## src/rtl/tlk2711_pkg.sv

```systemverilog
// ============================================================================
// Package : tlk2711_pkg
// Purpose : Shared types and constants for the TLK2711 RX buffer scheduler.
//           Holds the scheduler FSM state encoding, the bit indices of the
//           completion error field, and the width of a completion record.
// Revision: 1.0  initial release
// ============================================================================
`default_nettype none

package tlk2711_pkg;

  // Scheduler FSM states
  typedef enum logic [1:0] {
    ST_IDLE  = 2'd0,
    ST_START = 2'd1,
    ST_ARMED = 2'd2,
    ST_DONE  = 2'd3
  } sched_state_e;

  // Bit positions inside the 2-bit completion error field
  localparam int ERR_LOSS = 0;
  localparam int ERR_TMO  = 1;

  // Completion record = {addr, bytes[31:0], frames[15:0], err[1:0]}
  localparam int STAT_META_W = 32 + 16 + 2;

  function automatic int stat_rec_width(input int addr_width);
    return addr_width + STAT_META_W;
  endfunction

endpackage : tlk2711_pkg

`default_nettype wire

```

## src/rtl/tlk2711_sched_fifo.sv

```systemverilog
// ============================================================================
// Module  : tlk2711_sched_fifo
// Purpose : Synchronous first-word-fall-through FIFO used for the descriptor
//           ring and the completion status queue.
// Ports   : clk, rst      - clock, synchronous active-high reset
//           i_flush       - synchronous flush (same effect as rst)
//           i_push/i_data - write port; ignored when full unless a pop is
//                           accepted in the same cycle
//           i_pop         - read advance; ignored when empty
//           o_data        - head entry (valid while o_empty = 0)
//           o_level       - number of stored entries
//           o_full/o_empty- occupancy flags
// Revision: 1.0  initial release
// ============================================================================
`default_nettype none

module tlk2711_sched_fifo #(
  parameter int WIDTH = 32,
  parameter int DEPTH = 4
) (
  input  logic                     clk,
  input  logic                     rst,
  input  logic                     i_flush,
  input  logic                     i_push,
  input  logic [WIDTH-1:0]         i_data,
  input  logic                     i_pop,
  output logic [WIDTH-1:0]         o_data,
  output logic [$clog2(DEPTH):0]   o_level,
  output logic                     o_full,
  output logic                     o_empty
);

  localparam int AW = $clog2(DEPTH);
  localparam logic [AW:0] FULL_LVL = (AW+1)'(DEPTH);

  logic [WIDTH-1:0] mem_q [DEPTH];
  logic [AW-1:0]    wr_ptr_q;
  logic [AW-1:0]    rd_ptr_q;
  logic [AW:0]      level_q;

  logic w_pop_ok;
  logic w_push_ok;

  assign o_full    = (level_q == FULL_LVL);
  assign o_empty   = (level_q == '0);
  assign o_level   = level_q;
  assign o_data    = mem_q[rd_ptr_q];

  assign w_pop_ok  = i_pop & ~o_empty;
  // A full FIFO still takes a write when the head leaves in the same cycle.
  assign w_push_ok = i_push & (~o_full | w_pop_ok);

  always_ff @(posedge clk) begin
    if (rst || i_flush) begin
      wr_ptr_q <= '0;
      rd_ptr_q <= '0;
      level_q  <= '0;
    end else begin
      if (w_push_ok) wr_ptr_q <= wr_ptr_q + 1'b1;
      if (w_pop_ok)  rd_ptr_q <= rd_ptr_q + 1'b1;
      level_q <= level_q + {{AW{1'b0}}, w_push_ok} - {{AW{1'b0}}, w_pop_ok};
    end
  end

  // Storage carries no reset; only the pointers define what is valid.
  always_ff @(posedge clk) begin
    if (w_push_ok) mem_q[wr_ptr_q] <= i_data;
  end

endmodule : tlk2711_sched_fifo

`default_nettype wire

```

## src/rtl/tlk2711_rx_buf_sched.sv

```systemverilog
// ============================================================================
// Module  : tlk2711_rx_buf_sched
// Purpose : Walks the TLK2711 RX link across a ring of software-supplied DDR
//           buffers. For each descriptor it pulses start/base-address into the
//           RX link, waits for end-of-packet, loss or timeout, and queues a
//           completion record {addr, bytes, frames, err} for the CPU side.
// Ports   : clk, rst           - clock, synchronous active-high reset
//           i_soft_rst         - flush FIFOs, FSM and snapshots
//           i_enable           - run level; low parks in IDLE after current buffer
//           i_timeout          - ARMED cycle limit (0 = no timeout)
//           i_desc_*/o_desc_ready - descriptor push (valid/ready)
//           o_rx_start/o_rx_base_addr/o_rx_soft_rst - RX link control
//           i_rx_interrupt/i_rx_total_packet/i_rx_body_num/i_loss_interrupt
//                              - RX link status
//           o_stat_*/i_stat_ready - completion record FWFT pop interface
//           o_busy, o_ring_level - FSM activity and descriptor count
// Revision: 1.0  initial release
// ============================================================================
`default_nettype none

module tlk2711_rx_buf_sched
  import tlk2711_pkg::*;
#(
  parameter int ADDR_WIDTH = 32,
  parameter int RING_DEPTH = 4,
  parameter int TMO_WIDTH  = 24
) (
  input  logic                          clk,
  input  logic                          rst,
  input  logic                          i_soft_rst,
  input  logic                          i_enable,
  input  logic [TMO_WIDTH-1:0]          i_timeout,
  input  logic                          i_desc_valid,
  input  logic [ADDR_WIDTH-1:0]         i_desc_addr,
  output logic                          o_desc_ready,
  output logic                          o_rx_start,
  output logic [ADDR_WIDTH-1:0]         o_rx_base_addr,
  output logic                          o_rx_soft_rst,
  input  logic                          i_rx_interrupt,
  input  logic [31:0]                   i_rx_total_packet,
  input  logic [15:0]                   i_rx_body_num,
  input  logic                          i_loss_interrupt,
  output logic                          o_stat_valid,
  output logic [ADDR_WIDTH-1:0]         o_stat_addr,
  output logic [31:0]                   o_stat_bytes,
  output logic [15:0]                   o_stat_frames,
  output logic [1:0]                    o_stat_err,
  input  logic                          i_stat_ready,
  output logic                          o_busy,
  output logic [$clog2(RING_DEPTH):0]   o_ring_level
);

  localparam int STAT_W = stat_rec_width(ADDR_WIDTH);
  localparam int LVL_W  = $clog2(RING_DEPTH) + 1;

  sched_state_e state_q, state_d;

  logic [ADDR_WIDTH-1:0] base_q;
  logic [31:0]           snap_total_q;
  logic [15:0]           snap_body_q;
  logic [TMO_WIDTH-1:0]  timer_q;
  logic                  rx_int_prev_q;
  logic [31:0]           bytes_q;
  logic [15:0]           frames_q;
  logic [1:0]            err_q;

  logic                  w_desc_push;
  logic                  w_desc_pop;
  logic [ADDR_WIDTH-1:0] w_desc_head;
  logic                  w_desc_full;
  logic                  w_desc_empty;
  logic [LVL_W-1:0]      w_desc_level;

  logic                  w_stat_push;
  logic [STAT_W-1:0]     w_stat_wdata;
  logic [STAT_W-1:0]     w_stat_rdata;
  logic                  w_stat_full;
  logic                  w_stat_empty;
  logic [LVL_W-1:0]      w_stat_level;

  logic                  w_rx_rise;
  logic                  w_tmo_hit;
  logic [1:0]            w_err_ev;
  logic                  w_done_ev;
  logic                  w_load_base;
  logic                  w_rx_start;
  logic                  w_rx_soft_rst;

  // --------------------------------------------------------------------------
  // Descriptor ring
  // --------------------------------------------------------------------------
  assign o_desc_ready = ~w_desc_full;
  assign w_desc_push  = i_desc_valid & ~w_desc_full;

  tlk2711_sched_fifo #(
    .WIDTH (ADDR_WIDTH),
    .DEPTH (RING_DEPTH)
  ) u_desc_fifo (
    .clk     (clk),
    .rst     (rst),
    .i_flush (i_soft_rst),
    .i_push  (w_desc_push),
    .i_data  (i_desc_addr),
    .i_pop   (w_desc_pop),
    .o_data  (w_desc_head),
    .o_level (w_desc_level),
    .o_full  (w_desc_full),
    .o_empty (w_desc_empty)
  );

  assign o_ring_level = w_desc_level;

  // --------------------------------------------------------------------------
  // Completion status queue
  // --------------------------------------------------------------------------
  assign w_stat_wdata = {base_q, bytes_q, frames_q, err_q};

  tlk2711_sched_fifo #(
    .WIDTH (STAT_W),
    .DEPTH (RING_DEPTH)
  ) u_stat_fifo (
    .clk     (clk),
    .rst     (rst),
    .i_flush (i_soft_rst),
    .i_push  (w_stat_push),
    .i_data  (w_stat_wdata),
    .i_pop   (i_stat_ready),
    .o_data  (w_stat_rdata),
    .o_level (w_stat_level),
    .o_full  (w_stat_full),
    .o_empty (w_stat_empty)
  );

  // Head fields read as zero while the queue holds nothing, so stale or
  // never-written storage is not exposed to the CPU side.
  assign o_stat_valid = ~w_stat_empty;
  always_comb begin
    {o_stat_addr, o_stat_bytes, o_stat_frames, o_stat_err} = '0;
    if (w_stat_level != '0) begin
      {o_stat_addr, o_stat_bytes, o_stat_frames, o_stat_err} = w_stat_rdata;
    end
  end

  // --------------------------------------------------------------------------
  // Completion events
  // --------------------------------------------------------------------------
  // The previous-value register follows the input continuously, so a level
  // still high from the last buffer is not mistaken for a new edge.
  assign w_rx_rise = i_rx_interrupt & ~rx_int_prev_q;
  assign w_tmo_hit = (i_timeout != '0) && (timer_q == i_timeout);

  always_comb begin
    w_err_ev           = '0;
    w_err_ev[ERR_LOSS] = i_loss_interrupt;
    w_err_ev[ERR_TMO]  = w_tmo_hit;
  end

  // Interrupt together with loss counts as a completion; the loss bit stands.
  assign w_done_ev = w_rx_rise | i_loss_interrupt | w_tmo_hit;

  // --------------------------------------------------------------------------
  // FSM
  // --------------------------------------------------------------------------
  always_ff @(posedge clk) begin
    if (rst || i_soft_rst) begin
      state_q <= ST_IDLE;
    end else begin
      state_q <= state_d;
    end
  end

  always_comb begin
    state_d       = state_q;
    w_desc_pop    = 1'b0;
    w_stat_push   = 1'b0;
    w_load_base   = 1'b0;
    w_rx_start    = 1'b0;
    w_rx_soft_rst = 1'b0;
    unique case (state_q)
      ST_IDLE: begin
        if (i_enable && !w_desc_empty) begin
          state_d     = ST_START;
          w_load_base = 1'b1;
        end
      end
      ST_START: begin
        w_desc_pop = 1'b1;
        w_rx_start = 1'b1;
        state_d    = ST_ARMED;
      end
      ST_ARMED: begin
        if (w_done_ev) state_d = ST_DONE;
      end
      ST_DONE: begin
        // Hold here until the CPU makes room for the record.
        if (!w_stat_full) begin
          w_stat_push = 1'b1;
          if (err_q != 2'b00) begin
            w_rx_soft_rst = 1'b1;
            state_d       = ST_IDLE;
          end else if (i_enable && !w_desc_empty) begin
            state_d     = ST_START;
            w_load_base = 1'b1;
          end else begin
            state_d = ST_IDLE;
          end
        end
      end
      default: state_d = ST_IDLE;
    endcase
  end

  // --------------------------------------------------------------------------
  // Datapath: base address, snapshots, timer, completion record
  // --------------------------------------------------------------------------
  always_ff @(posedge clk) begin
    if (rst || i_soft_rst) begin
      base_q        <= '0;
      snap_total_q  <= '0;
      snap_body_q   <= '0;
      timer_q       <= '0;
      rx_int_prev_q <= 1'b0;
      bytes_q       <= '0;
      frames_q      <= '0;
      err_q         <= '0;
    end else begin
      rx_int_prev_q <= i_rx_interrupt;

      // Base is captured on entry to START so it is already stable on the
      // start pulse; the same entry is popped during START.
      if (w_load_base) base_q <= w_desc_head;

      if (state_q == ST_START) begin
        snap_total_q <= i_rx_total_packet;
        snap_body_q  <= i_rx_body_num;
        timer_q      <= '0;
      end else if (state_q == ST_ARMED && timer_q != '1) begin
        timer_q <= timer_q + 1'b1;
      end

      // Modular differences: link counter wrap during a buffer is harmless.
      if (state_q == ST_ARMED && w_done_ev) begin
        bytes_q  <= i_rx_total_packet - snap_total_q;
        frames_q <= i_rx_body_num - snap_body_q;
        err_q    <= w_err_ev;
      end
    end
  end

  assign o_rx_start     = w_rx_start;
  assign o_rx_base_addr = base_q;
  assign o_rx_soft_rst  = w_rx_soft_rst;
  assign o_busy         = (state_q != ST_IDLE);

endmodule : tlk2711_rx_buf_sched

`default_nettype wire

```

## config.mk

```make
export PLATFORM = sky130hd
export DESIGN_NAME = tlk2711_rx_buf_sched
export DESIGN_NICKNAME = d
export VERILOG_FILES = /design/src/rtl/tlk2711_pkg.sv /design/src/rtl/tlk2711_sched_fifo.sv /design/src/rtl/tlk2711_rx_buf_sched.sv
export SDC_FILE = /design/constraint.sdc
export NUM_CORES = 1
export LEC_CHECK = 0
export ABC_CLOCK_PERIOD_IN_PS = 4700
export BUFFER_PORTS_ARGS = -buffer_cell sky130_fd_sc_hd__buf_2
export CAP_MARGIN = 40
export CORE_MARGIN = 10
export CORE_UTILIZATION = 55
export DETAILED_ROUTE_END_ITERATION = 10
export PLACE_DENSITY = 0.75
export SLEW_MARGIN = 15
export SYNTH_ARGS = -nofsm -noshare
export SYNTH_HDL_FRONTEND = slang
export SYNTH_SLANG_ARGS = --single-unit
```

## constraint.sdc

```tcl
create_clock -name clk -period 4.7 [get_ports clk]
set_clock_uncertainty 0.1 [all_clocks]
set_input_delay 0.47 -clock clk [delete_from_list [all_inputs] [get_ports clk]]
set_output_delay 0.47 -clock clk [all_outputs]
set_load 0.02 [all_outputs]
```

==> flow_metrics.tcl, run 1 <==
set metrics [dict create \
    reg2reg_from "timer_q[7]$_SDFFE_PP0P_" \
    yosysTopAreaCellShare_pct 51.9 \
    place_hpwl_mm 39.4 \
    status "finished, final reports clean" \
    track_usage_pct 21.2 \
    cts_max_level 2 \
    muxShareOfSynthArea_pct 11.7 \
    synth-main-ff-cell "edfxtp_1" \
    core_area_um2 47500 \
    clock.fmax_mhz 297 \
    ys_warn_count 0 \
    start_util_pct 55.5 \
    yosys.area_share.simple_pct 9.28 \
    p_leak_uw 0.0103 \
    cts_resized 0 \
    power_density_nw_per_um2 373 \
    timing.final.hold_violations 0 \
    overflow 0 \
    drive_gt1_share_pct 23.1 \
    fp-row-count 80 \
    worstReg2RegEnd "bytes_q[31]$_SDFFE_PP0P_" \
    nNetsFinal 2296 \
    grt_pass1_wl_mm 94.7 \
    gp_congestion 0.881 \
    fin_setup_tns_ns 0 \
    crit_type "reg -> out" \
    min-delay-start "i_rx_body_num[8]" \
    synth_compound_area_share_pct 5.43 \
    via_count 16100 \
    finalSetupViolations 0 \
    synth-edff-count 456 \
    period_minus_slack_ns 3.37 \
    yosysTopAreaCell "edfxtp_1" \
    clk_pin_slew_ns 0.06 \
    hold_depth 3 \
    clockBufferDepth 3 \
    cp.arrival_ns 2.80 \
    synthesis.area_um2 26400 \
    syn_avg_cell_area_um2 14.4 \
    clock_latency_ns 0.63 \
    hold_path_end "snap_body_q[8]$_SDFFE_PP0P_" \
    rsz0062_at_grt "false" \
    synthTopCellsByArea "edfxtp_1, dfxtp_1, mux4_2" \
    fin_hold_ws_ns 0.0343 \
    maxSlewViolCount 0 \
    routed_wl_mm 60.9 \
    netlist_instances 1837 \
    synth_fp_nets 2016 \
    drt_iter0_drc 1412 \
    synth_top_family_by_area "multiplexers" \
    grt_start_max_net_pins 84 \
    die_w_um 239 \
    worstRegToRegCells 8 \
    wl_per_cell_um 21.9 \
    peakVddDrop_uv 316 \
    die_h_um 239 \
    slew_headroom_pct 42.6 \
    drv_cap 0 \
    path_max_fanout 26 \
    synth-xor-area-share_pct 2.85 \
    die_area_um2 57200 \
    hold_buffers 42 \
    grt_pass1_vias 16600 \
    cts.sinks 629 \
    synth-seq-area-share_pct 65.0 \
    cts-root-buf "clkbuf_16" \
    synth_cell_type_count 68 \
    synth-seq-cells 629 \
    tritoncts "built" \
    drcViolationCount 0 \
    ioPinCount 234 \
    area_growth_pct 16.6 \
    cp-end-kind "output port" \
    tightest_slew_ns 0.861 \
    dr.pass1.iters 5 \
    timing.final.crit_share_pct 71.7 \
    cp.required_ns 4.13 \
    hold_class "in -> reg" \
    total_power_uw 11500 \
    antenna_left 0 \
    io_buffers 233 \
    r2r_slack_ns 1.79 \
    async_flop_share_pct 0 \
    antenna_found_initial 2 \
    cp-start-kind "flop" \
    fill_cells 3360 \
    synthAdderAreaFrac_pct 3.29 \
    viasPerCell 5.78 \
    cts_buffers 60 \
    cts_setup_buffers 0 \
]
routing by layer:
metal,part of all wire (%),vias to the layer above,GRT usage [%]
met3,6.6,101,3.75
met2,49,541,35.1
li1,-,7399,-
met4,2.9,0,7.51
met1,41,8070,27.8
met5,0,-,0
worst max-delay path: stages (launching register included):
cell and delay [ns]:
dfxtp_4 0.74, buf_4 0.50, mux4_2 0.57, and2_1 0.20, buf_2 0.17
final cells by class:
cell class / instances / area (um^2) / share of cell area (%)
sequential: 629 / 17200 / 55.8
clock buffer: 73 / 1570 / 5.10
inverter: 72 / 270 / 0.878
tap: 615 / 769 / 2.50
clock inverter: 41 / 497 / 1.61
multi-input combinational: 1049 / 8620 / 28.0
timing repair buffer: 305 / 1880 / 6.11
antenna: 2 / 5.00 / 0.0163
per-stage QoR:
stage | setup slack, ns | std cells | util [%] | area, um^2
floorplan | 1.34 | 1837 | - | 26400
global placement | 1.60 | 2624 | 59.3 | 28200
detailed placement | 1.60 | 2628 | 59.5 | 28300
CTS | 1.22 | 2784 | 64.7 | 30800
global route | 1.11 | 2786 | 64.7 | 30800
finish | 1.33 | 2786 | 64.7 | 30800
cell usage in the layout (no fill, tap or decap), drive strengths merged, types with 8 or more instances in the layout:
| cell type | Yosys | routed |
|---|---|---|
| a211oi | 8 | 8 |
| a21o | 14 | 14 |
| a21oi | 100 | 100 |
| a31oi | 9 | 9 |
| and2 | 94 | 94 |
| and3 | 10 | 10 |
| buf | 23 | 263 |
| bufinv | 0 | 10 |
| clkbuf | 64 | 73 |
| clkinv | 0 | 27 |
| dfxtp | 173 | 173 |
| dlygate4sd3 | 0 | 42 |
| edfxtp | 456 | 456 |
| ha | 63 | 63 |
| inv | 72 | 75 |
| mux2i | 52 | 52 |
| mux4 | 114 | 114 |
| nand2 | 165 | 165 |
| nand3 | 28 | 28 |
| nand4 | 17 | 17 |
| nor2 | 139 | 139 |
| nor2b | 8 | 8 |
| nor3 | 11 | 11 |
| nor4 | 15 | 15 |
| o21a | 11 | 11 |
| o21ai | 22 | 22 |
| or3 | 12 | 12 |
| xnor2 | 41 | 41 |
| xor2 | 45 | 45 |
synth_stat cells (all sizes together) (4+ instances only):
cell type  number
o221ai          4
xor2           45
mux2i          52
a211oi          8
nand4          17
nand2b          5
a21oi         100
dfxtp         173
a21o           14
and3           10
o21a           11
buf            23
nor2          139
clkbuf         64
ha             63
o211ai          7
nand2         165
nor4           15
edfxtp        456
or2             4
nand3          28
o21ai          22
a22o            7
fa              4
xnor2          41
nor3           11
a31oi           9
or3            12
inv            72
and4            5
and2           94
nor2b           8
mux4          114
power breakdown:
group,internal (uW),switching (uW)
logic,207,298
clock network,2940,2070
registers,5940,19.2
total,9080,2380
kinds of logic (layout without fill, tap and decap cells):
family                     Yosys count  after routing
adders and majority gates           67             67
AOI/OAI and AO/OA                  214            214
buffers and inverters              159            491
xor gates and xnor gates            86             86
DFF                                629            629
other                                0              2
muxes                              166            166
and+or+nand+nor                    516            516
how the worst max path moves through the flow:
| stage | startpoint | to | slack [ns] |
|---|---|---|---|
| finish | flop | o_stat_bytes[31] | 1.33 |
| global route | flop | o_stat_bytes[31] | 1.11 |
| CTS | flop | o_stat_bytes[31] | 1.22 |
| detailed placement | i_rx_total_packet[0] | bytes_q[26]$_SDFFE_PP0P_ | 1.60 |
| global placement | i_rx_total_packet[0] | bytes_q[26]$_SDFFE_PP0P_ | 1.60 |
| floorplan | state_q[1]$_SDFFE_PP0P_ | u_stat_fifo.mem_q[0][0]$_DFFE_PP_ | 1.34 |
sequential cells by signal, summed over array words and instances, names as in the netlist, 2 cells and up, named ones only:
name and cells:
err_q 2, u_stat_fifo.o_level 3, u_desc_fifo.rd_ptr_q 2, bytes_q 32, u_stat_fifo.mem_q 328, u_stat_fifo.rd_ptr_q 2
u_stat_fifo.wr_ptr_q 2, snap_total_q 32, u_desc_fifo.wr_ptr_q 2, u_desc_fifo.mem_q 128, u_desc_fifo.o_level 3, frames_q 16
snap_body_q 16, state_q 2, o_rx_base_addr 32, timer_q 24
No activity file was read; power rests on OpenSTA's default activity.
==> inputs of run 2 (changes only) <==
--- a/config.mk
+++ b/config.mk
@@ -5,13 +5,14 @@
 export SDC_FILE = /design/constraint.sdc
 export NUM_CORES = 1
 export LEC_CHECK = 0
-export ABC_CLOCK_PERIOD_IN_PS = 4700
+export ABC_AREA = 1
+export ABC_CLOCK_PERIOD_IN_PS = 3450
 export BUFFER_PORTS_ARGS = -buffer_cell sky130_fd_sc_hd__buf_2
 export CAP_MARGIN = 40
 export CORE_MARGIN = 10
 export CORE_UTILIZATION = 55
 export DETAILED_ROUTE_END_ITERATION = 10
-export PLACE_DENSITY = 0.75
+export PLACE_DENSITY = 0.74
 export SLEW_MARGIN = 15
 export SYNTH_ARGS = -nofsm -noshare
 export SYNTH_HDL_FRONTEND = slang
==> constraint.sdc (replaced) <==
create_clock -name clk -period 3.45 [get_ports clk]
set_clock_uncertainty 0.1 [all_clocks]
set_input_delay 0.345 -clock clk [delete_from_list [all_inputs] [get_ports clk]]
set_output_delay 0.345 -clock clk [all_outputs]
set_load 0.02 [all_outputs]
==> run 2 against run 1 <==
Compared with the run above:
- final area rose by 5.9%
- combinational power rose by 94%
- register-to-register slack lost 0.80 ns
- die area grew 5.1%
- area after synthesis grew 5.5%
- synthesized cell count is 60% higher
- critical path type unchanged
- largest cell class unchanged
==> flow_metrics.tcl, run 2 <==
set metrics [dict create \
    status "finished, final reports clean" \
    path_max_fanout 72 \
    place_area_um2 29700 \
    clock_latency_ns 0.60 \
    synth-seq-area-share_pct 61.6 \
    grt_pass1_vias 21000 \
    cts-root-buf "clkbuf_16" \
    antenna_found_initial 1 \
    wl_per_cell_um 19.0 \
    fin_cells 3931 \
    layout_common_cells "nor2_1, edfxtp_1, nand2_1" \
    ys_warn_count 0 \
    crit_chain "clkinv_2 > buf_12 > o21ai_0 > a21oi_1 > buf_2" \
    max_stage_delay_ns 0.51 \
    cp-start-kind "flop" \
    yosys.cell_count.top_type "nor2_1" \
    crit_slowest_cell "clkinv_2" \
    area_growth_pct 17.0 \
    yosysTopAreaCellShare_pct 49.2 \
    comb_power_share_pct 6.0 \
    clockBufferDepth 3 \
    sw_frac_of_total_pct 21.7 \
    cp-end-kind "output port" \
    synthesis.area_um2 27900 \
    seq_area_um2 17200 \
    core_area_um2 50100 \
    timing.final.ws_setup_ns 0.469 \
    pre_cts_ws_ns 0.994 \
    cp.arrival_ns 2.54 \
    fp-row-count 82 \
    viasPerCell 5.45 \
    maxSlewViolCount 0 \
    fin_hold_ws_ns 0.0173 \
    clk_pin_slew_ns 0.06 \
    track_usage_pct 24.2 \
    peakVddDrop_uv 541 \
    die_w_um 245 \
    drive_gt1_share_pct 11.8 \
    ioPinCount 234 \
    r2r_slack_ns 0.99 \
    rsz0062_at_grt "false" \
    die_area_um2 60000 \
    fill_cells 3986 \
    diodes 0 \
    overflow 0 \
    tightest_slew_ns 0.826 \
    cts_max_level 3 \
    start_util_pct 55.6 \
    place_hpwl_mm 47.3 \
    cts_buffers 66 \
    design_area_um2 32600 \
    finalSetupViolations 0 \
    power_density_nw_per_um2 502 \
    io_buffers 233 \
    routed_wl_mm 74.7 \
    crit_type "reg -> out" \
    clock_power_share_pct 43.9 \
    synthTopCellsByArea "edfxtp_1, dfxtp_1, nor2_1" \
    grt_start_max_net_pins 165 \
    die_h_um 245 \
    critPathTopFamily "buffers and inverters" \
    multi_input_area_um2 9200 \
    p_sw_uw 3550 \
    gp_congestion 0.930 \
    clock.fmax_mhz 336 \
    via_count 21400 \
    period_minus_slack_ns 2.98 \
    synth-main-ff-cell "edfxtp_1" \
    dr.pass1.iters 5 \
    yosysTopAreaCell "edfxtp_1" \
    cp.required_ns 3.00 \
    hold_depth 3 \
    drv_cap 0 \
    cts.sinks 629 \
    antenna_left 0 \
    hold_class "in -> reg" \
    netlist_instances 2942 \
    drcViolationCount 0 \
    synth-seq-cells 629 \
    p_leak_uw 0.0129 \
    tritoncts "built" \
    largestRegisters "u_stat_fifo.mem_q x328, u_desc_fifo.mem_q x128" \
    dp_cells 3742 \
    drt_iter0_drc 1797 \
    largest_register_ff_count 328 \
    async_flop_share_pct 0 \
    fin_util_pct 65.1 \
    synth_cell_type_count 36 \
    seqPwrFrac_pct 50.1 \
    critPathBufInv 3 \
    synth_fp_nets 3121 \
    power.internal_uw 12800 \
    syn_avg_cell_area_um2 9.47 \
    synth_commonest_cells "nor2_1, edfxtp_1, nand2_1" \
    timing.final.hold_violations 0 \
    slew_headroom_pct 44.8 \
    synth-edff-count 456 \
    final_common_cell "nor2_1" \
    worstRegToRegCells 12 \
    timing.final.crit_share_pct 86.4 \
    grt_pass1_wl_mm 114 \
    nNetsFinal 3389 \
    cp.depth 5 \
    top_register "u_stat_fifo.mem_q" \
]
## run 2: cell count changes in the layout (fill, tap and decap cells not counted), sizes merged, moves of 24 or more
cell | previous run | this run
a21oi | 100 | 218
a31oi | 9 | 33
and2 | 94 | 1
dlygate4sd3 | 42 | 72
inv | 75 | 255
mux2i | 52 | 0
mux4 | 114 | 0
nand2 | 165 | 421
nand3 | 28 | 55
nor2 | 139 | 661
o21ai | 22 | 358
xnor2 | 41 | 16
## run 2: logic make-up after synthesis
logic type      count (synthesis)  share of synthesized area, %
compound gates                622                          11.4
xor+xnor                       53                          1.67
fa+ha+maj                      67                          3.12
buf+inv                       390                          5.56
flops                         629                          61.6
simple gates                 1181                          16.6
## run 2: cell type report
| type | count | area share [%] |
|---|---|---|
| timing repair buffer | 333 | 6.86 |
| inverter | 257 | 2.96 |
| tap | 672 | 2.58 |
| clock inverter | 32 | 1.16 |
| multi-input combinational | 1923 | 28.2 |
| clock buffer | 85 | 5.54 |
| sequential | 629 | 52.7 |
## run 2: path summary, 6_finish.rpt
kind                                 start                            end
max                                   flop               o_stat_bytes[12]
min                      i_rx_body_num[10]   snap_body_q[10]$_SDFFE_PP0P_
max reg2reg        timer_q[7]$_SDFFE_PP0P_       frames_q[0]$_SDFFE_PP0P_
min reg2reg  snap_total_q[20]$_SDFFE_PP0P_  snap_total_q[20]$_SDFFE_PP0P_
## run 2: worst reg2reg max path, cell delays in order, from the launching register on
cell,delay [ns]
dfxtp_1,0.48
xnor2_1,0.16
nand2_1,0.07
nor2_1,0.20
nand2_1,0.08
nor2_1,0.14
nand2_1,0.10
nand2_2,0.10
nand2_2,0.13
inv_2,0.53
nand2_1,0.13
nand2_1,0.09
nor2_1,0.04
## run 2: per-stage QoR
| step | TNS [ns] | power (uW) |
|---|---|---|
| floorplan | -428.02 | 8930 |
| global placement | 0 | 9240 |
| detailed placement | 0 | 9260 |
| CTS | 0 | 16400 |
| global route | 0 | 16900 |
| finish | 0 | 16300 |
## run 2: power groups by stage
stage	Combinational (uW)	Clock, uW	Sequential (uW)
finish	978	7170	8200
global route	1100	7550	8200
CTS	973	7250	8200
detailed placement	901	0	8360
global placement	890	0	8350
floorplan	573	0	8350
## run 2: routing by layer
| layer | wire length [um] | track usage, % | vias to the layer above |
|---|---|---|---|
| met2 | 37400 | 41.7 | 694 |
| met1 | 30500 | 29.8 | 10200 |
| met3 | 4370 | 4.37 | 150 |
| li1 | - | - | 10400 |
| met4 | 2460 | 8.99 | 2 |
| met5 | 13 | 0 | - |
## run 2: repair_timing
| action | in CTS | in global routing |
|---|---|---|
| endpoints found under the setup margin | 0 | 0 |
| setup buffers | 0 | 0 |
| hold buffers | 72 | 0 |
| endpoints found under the hold margin | 168 | 0 |
| gates resized for setup | 0 | 0 |
==> inputs of run 3 (changes only) <==
--- a/config.mk
+++ b/config.mk
@@ -16,4 +16,5 @@
 export SLEW_MARGIN = 15
 export SYNTH_ARGS = -nofsm -noshare
 export SYNTH_HDL_FRONTEND = slang
+export SYNTH_HIERARCHICAL = 1
 export SYNTH_SLANG_ARGS = --single-unit
==> run 3 against run 2 <==
Compared with the run above:
- synthesized cell count is 3.7% higher
- wire length is 0.31% higher
- first-iteration DRC count is 11% higher
- clock power is 2% lower
- critical path type unchanged
- non-clock buffer count is 22 higher
- final area is 2.7% higher
- critical path depth is 2 higher
- critical endpoint is now o_stat_bytes[23]
- clock-buffer cell count is 3 lower
- highest routed layer unchanged
==> flow_metrics.tcl, run 3 <==
set metrics [dict create \
    nNetsFinal 3521 \
    seqPwrFrac_pct 50.4 \
    slew_headroom_pct 52.1 \
    drt_iter0_drc 1990 \
    power_density_nw_per_um2 488 \
    core_area_um2 51500 \
    power.internal_uw 12600 \
    tritoncts "built" \
    p_sw_uw 3700 \
    cts_resized 0 \
    crit_type "reg -> out" \
    synth-seq-cells 631 \
    p_leak_uw 0.0142 \
    routed_wl_mm 74.9 \
    via_count 22000 \
    hold_class "in -> reg" \
    cts_buffers 67 \
    cts_max_level 3 \
    top_register "u_stat_fifo/mem_q" \
    rsz0062_at_grt "false" \
    io_buffers 233 \
    cp.arrival_ns 2.68 \
    syn_avg_cell_area_um2 9.40 \
    ioPinCount 234 \
    synth-main-ff-cell "edfxtp_1" \
    clock_power_share_pct 42.9 \
    drive_gt1_share_pct 12.8 \
    maxSlewViolCount 0 \
    clockBufferDepth 3 \
    synth_fp_nets 3228 \
    peakVddDrop_uv 486 \
    largestRegisters "u_stat_fifo/mem_q x328, u_desc_fifo/mem_q x128" \
    drv_cap 0 \
    gp_congestion 0.929 \
    synth-edff-count 456 \
    dr.pass1.iters 7 \
    cp_common_cell "nor2_1" \
    synth_commonest_cells "nor2_1, nand2_1, edfxtp_1" \
    place_hpwl_mm 50.0 \
    path_max_fanout 50 \
    clk_pin_slew_ns 0.06 \
    async_flop_share_pct 0 \
    crit_slowest_cell "inv_4" \
    timing.final.hold_violations 0 \
    crit_chain "inv_4 > buf_4 > nor2_1 > o22ai_1 > inv_1 > nor2_1 > buf_2" \
    design_area_um2 33500 \
    die_w_um 248 \
    timing.final.crit_share_pct 90.5 \
    antenna_left 0 \
    status "finished, final reports clean" \
    layout_common_cells "nor2_1, nand2_1, edfxtp_1" \
    die_area_um2 61700 \
    yosysTopAreaCellShare_pct 47.8 \
    viasPerCell 5.39 \
    cts.sinks 631 \
    cp-start-kind "flop" \
    tightest_slew_ns 0.710 \
    die_h_um 248 \
    grt_pass1_wl_mm 117 \
    track_usage_pct 24.0 \
    clock.fmax_mhz 320 \
    cp.required_ns 3.00 \
    comb_power_share_pct 6.7 \
    period_minus_slack_ns 3.12 \
    largest_register_ff_count 328 \
    grt_start_max_net_pins 129 \
    yosysTopAreaCell "edfxtp_1" \
    yosys.cell_count.top_type "nor2_1" \
    ys_warn_count 6 \
    timing.final.ws_setup_ns 0.327 \
    netlist_instances 3050 \
    wl_per_cell_um 18.4 \
    finalSetupViolations 0 \
    synthTopCellsByArea "edfxtp_1, dfxtp_1, nor2_1" \
    cp-end-kind "output port" \
    place_area_um2 30500 \
    fp-row-count 83 \
    grt_pass1_vias 21400 \
    cts-root-buf "clkbuf_16" \
    synth_cell_type_count 43 \
    antenna_found_initial 4 \
    start_util_pct 55.7 \
    clock_latency_ns 0.60 \
    drcViolationCount 0 \
    overflow 0 \
    pre_cts_ws_ns 0.921 \
    synth-seq-area-share_pct 60.0 \
    max_stage_delay_ns 0.52 \
    synthesis.area_um2 28700 \
    area_growth_pct 16.8 \
    final_common_cell "nor2_1" \
    sw_frac_of_total_pct 22.7 \
]
## run 3: cells by family (layout without fill, tap and decap cells)
logic type,count (synthesis),count (layout),synth area share (%)
and+or+nand+nor,1221,1221,17.0
DFF,631,631,60.0
AOI/OAI and AO/OA,582,582,11.0
buffers and inverters,500,846,7.49
adders and majority gates,66,66,2.99
xor gates and xnor gates,50,50,1.53
other,0,4,0
## run 3: power by group through the flow
stage	combinational, uW	clock [uW]	sequential (uW)
after floorplan	651	0	8380
after global placement	995	0	8380
after detailed placement	1010	0	8390
after CTS	1090	7100	8230
after global routing	1230	7400	8230
final	1100	7000	8230
## run 3: layout make-up
cell class | count | area, um^2
Sequential cell | 631 | 17200
Clock inverter | 40 | 357
Multi-Input combinational cell | 1919 | 9380
Fill cell | 4097 | 18000
Timing Repair Buffer | 355 | 2480
Clock buffer | 82 | 1810
Tap cell | 680 | 851
Inverter | 369 | 1390
Antenna cell | 4 | 10.0
## run 3: final timing paths
kind | from | end | slack, ns | cells past startpoint
max | flop | o_stat_bytes[23] | 0.33 | 7
min | i_rx_total_packet[16] | snap_total_q[16]$_SDFFE_PP0P_ | 0.03 | 3
max reg2reg | state_q[1]$_SDFFE_PP0P_ | snap_total_q[18]$_SDFFE_PP0P_ | 1.00 | 7
min reg2reg | snap_body_q[9]$_SDFFE_PP0P_ | snap_body_q[9]$_SDFFE_PP0P_ | 0.36 | 2
## run 3: timing repair
action                                 4_1_cts  5_1_grt
buffers inserted                             0        0
endpoints found under the hold margin      179        0
hold buffers                                79        0
## run 3: metal layers
layer / vias up / global-route usage [%] / share of wire [%]
met5: - / 0 / 0.023
met4: 2 / 6.24 / 1.9
met3: 94 / 4.37 / 7.4
met2: 800 / 40.0 / 49
met1: 10300 / 32.0 / 42
li1: 10700 / - / -
## run 3: per-stage QoR
step | total power [uW] | hold slack, ns | setup TNS [ns] | cells | utilization (%)
finish | 16300 | 0.0320 | 0 | 4080 | 65.0
global route | 16900 | 0.0420 | 0 | 4078 | 65.0
CTS | 16400 | 0.00655 | 0 | 4076 | 65.0
detailed placement | 9400 | 0.353 | 0 | 3875 | 59.2
global placement | 9380 | 0.348 | 0 | 3875 | 59.2
floorplan | 9040 | 0.333 | -98.90 | 3050 | -
## run 3: critical path, delay by kind of cell, from the launching register on
family,cells,cell delay (ns)
DFF,1,0.49
buffers and inverters,4,1.16
and+or+nand+nor,2,0.19
AOI/OAI and AO/OA,1,0.20
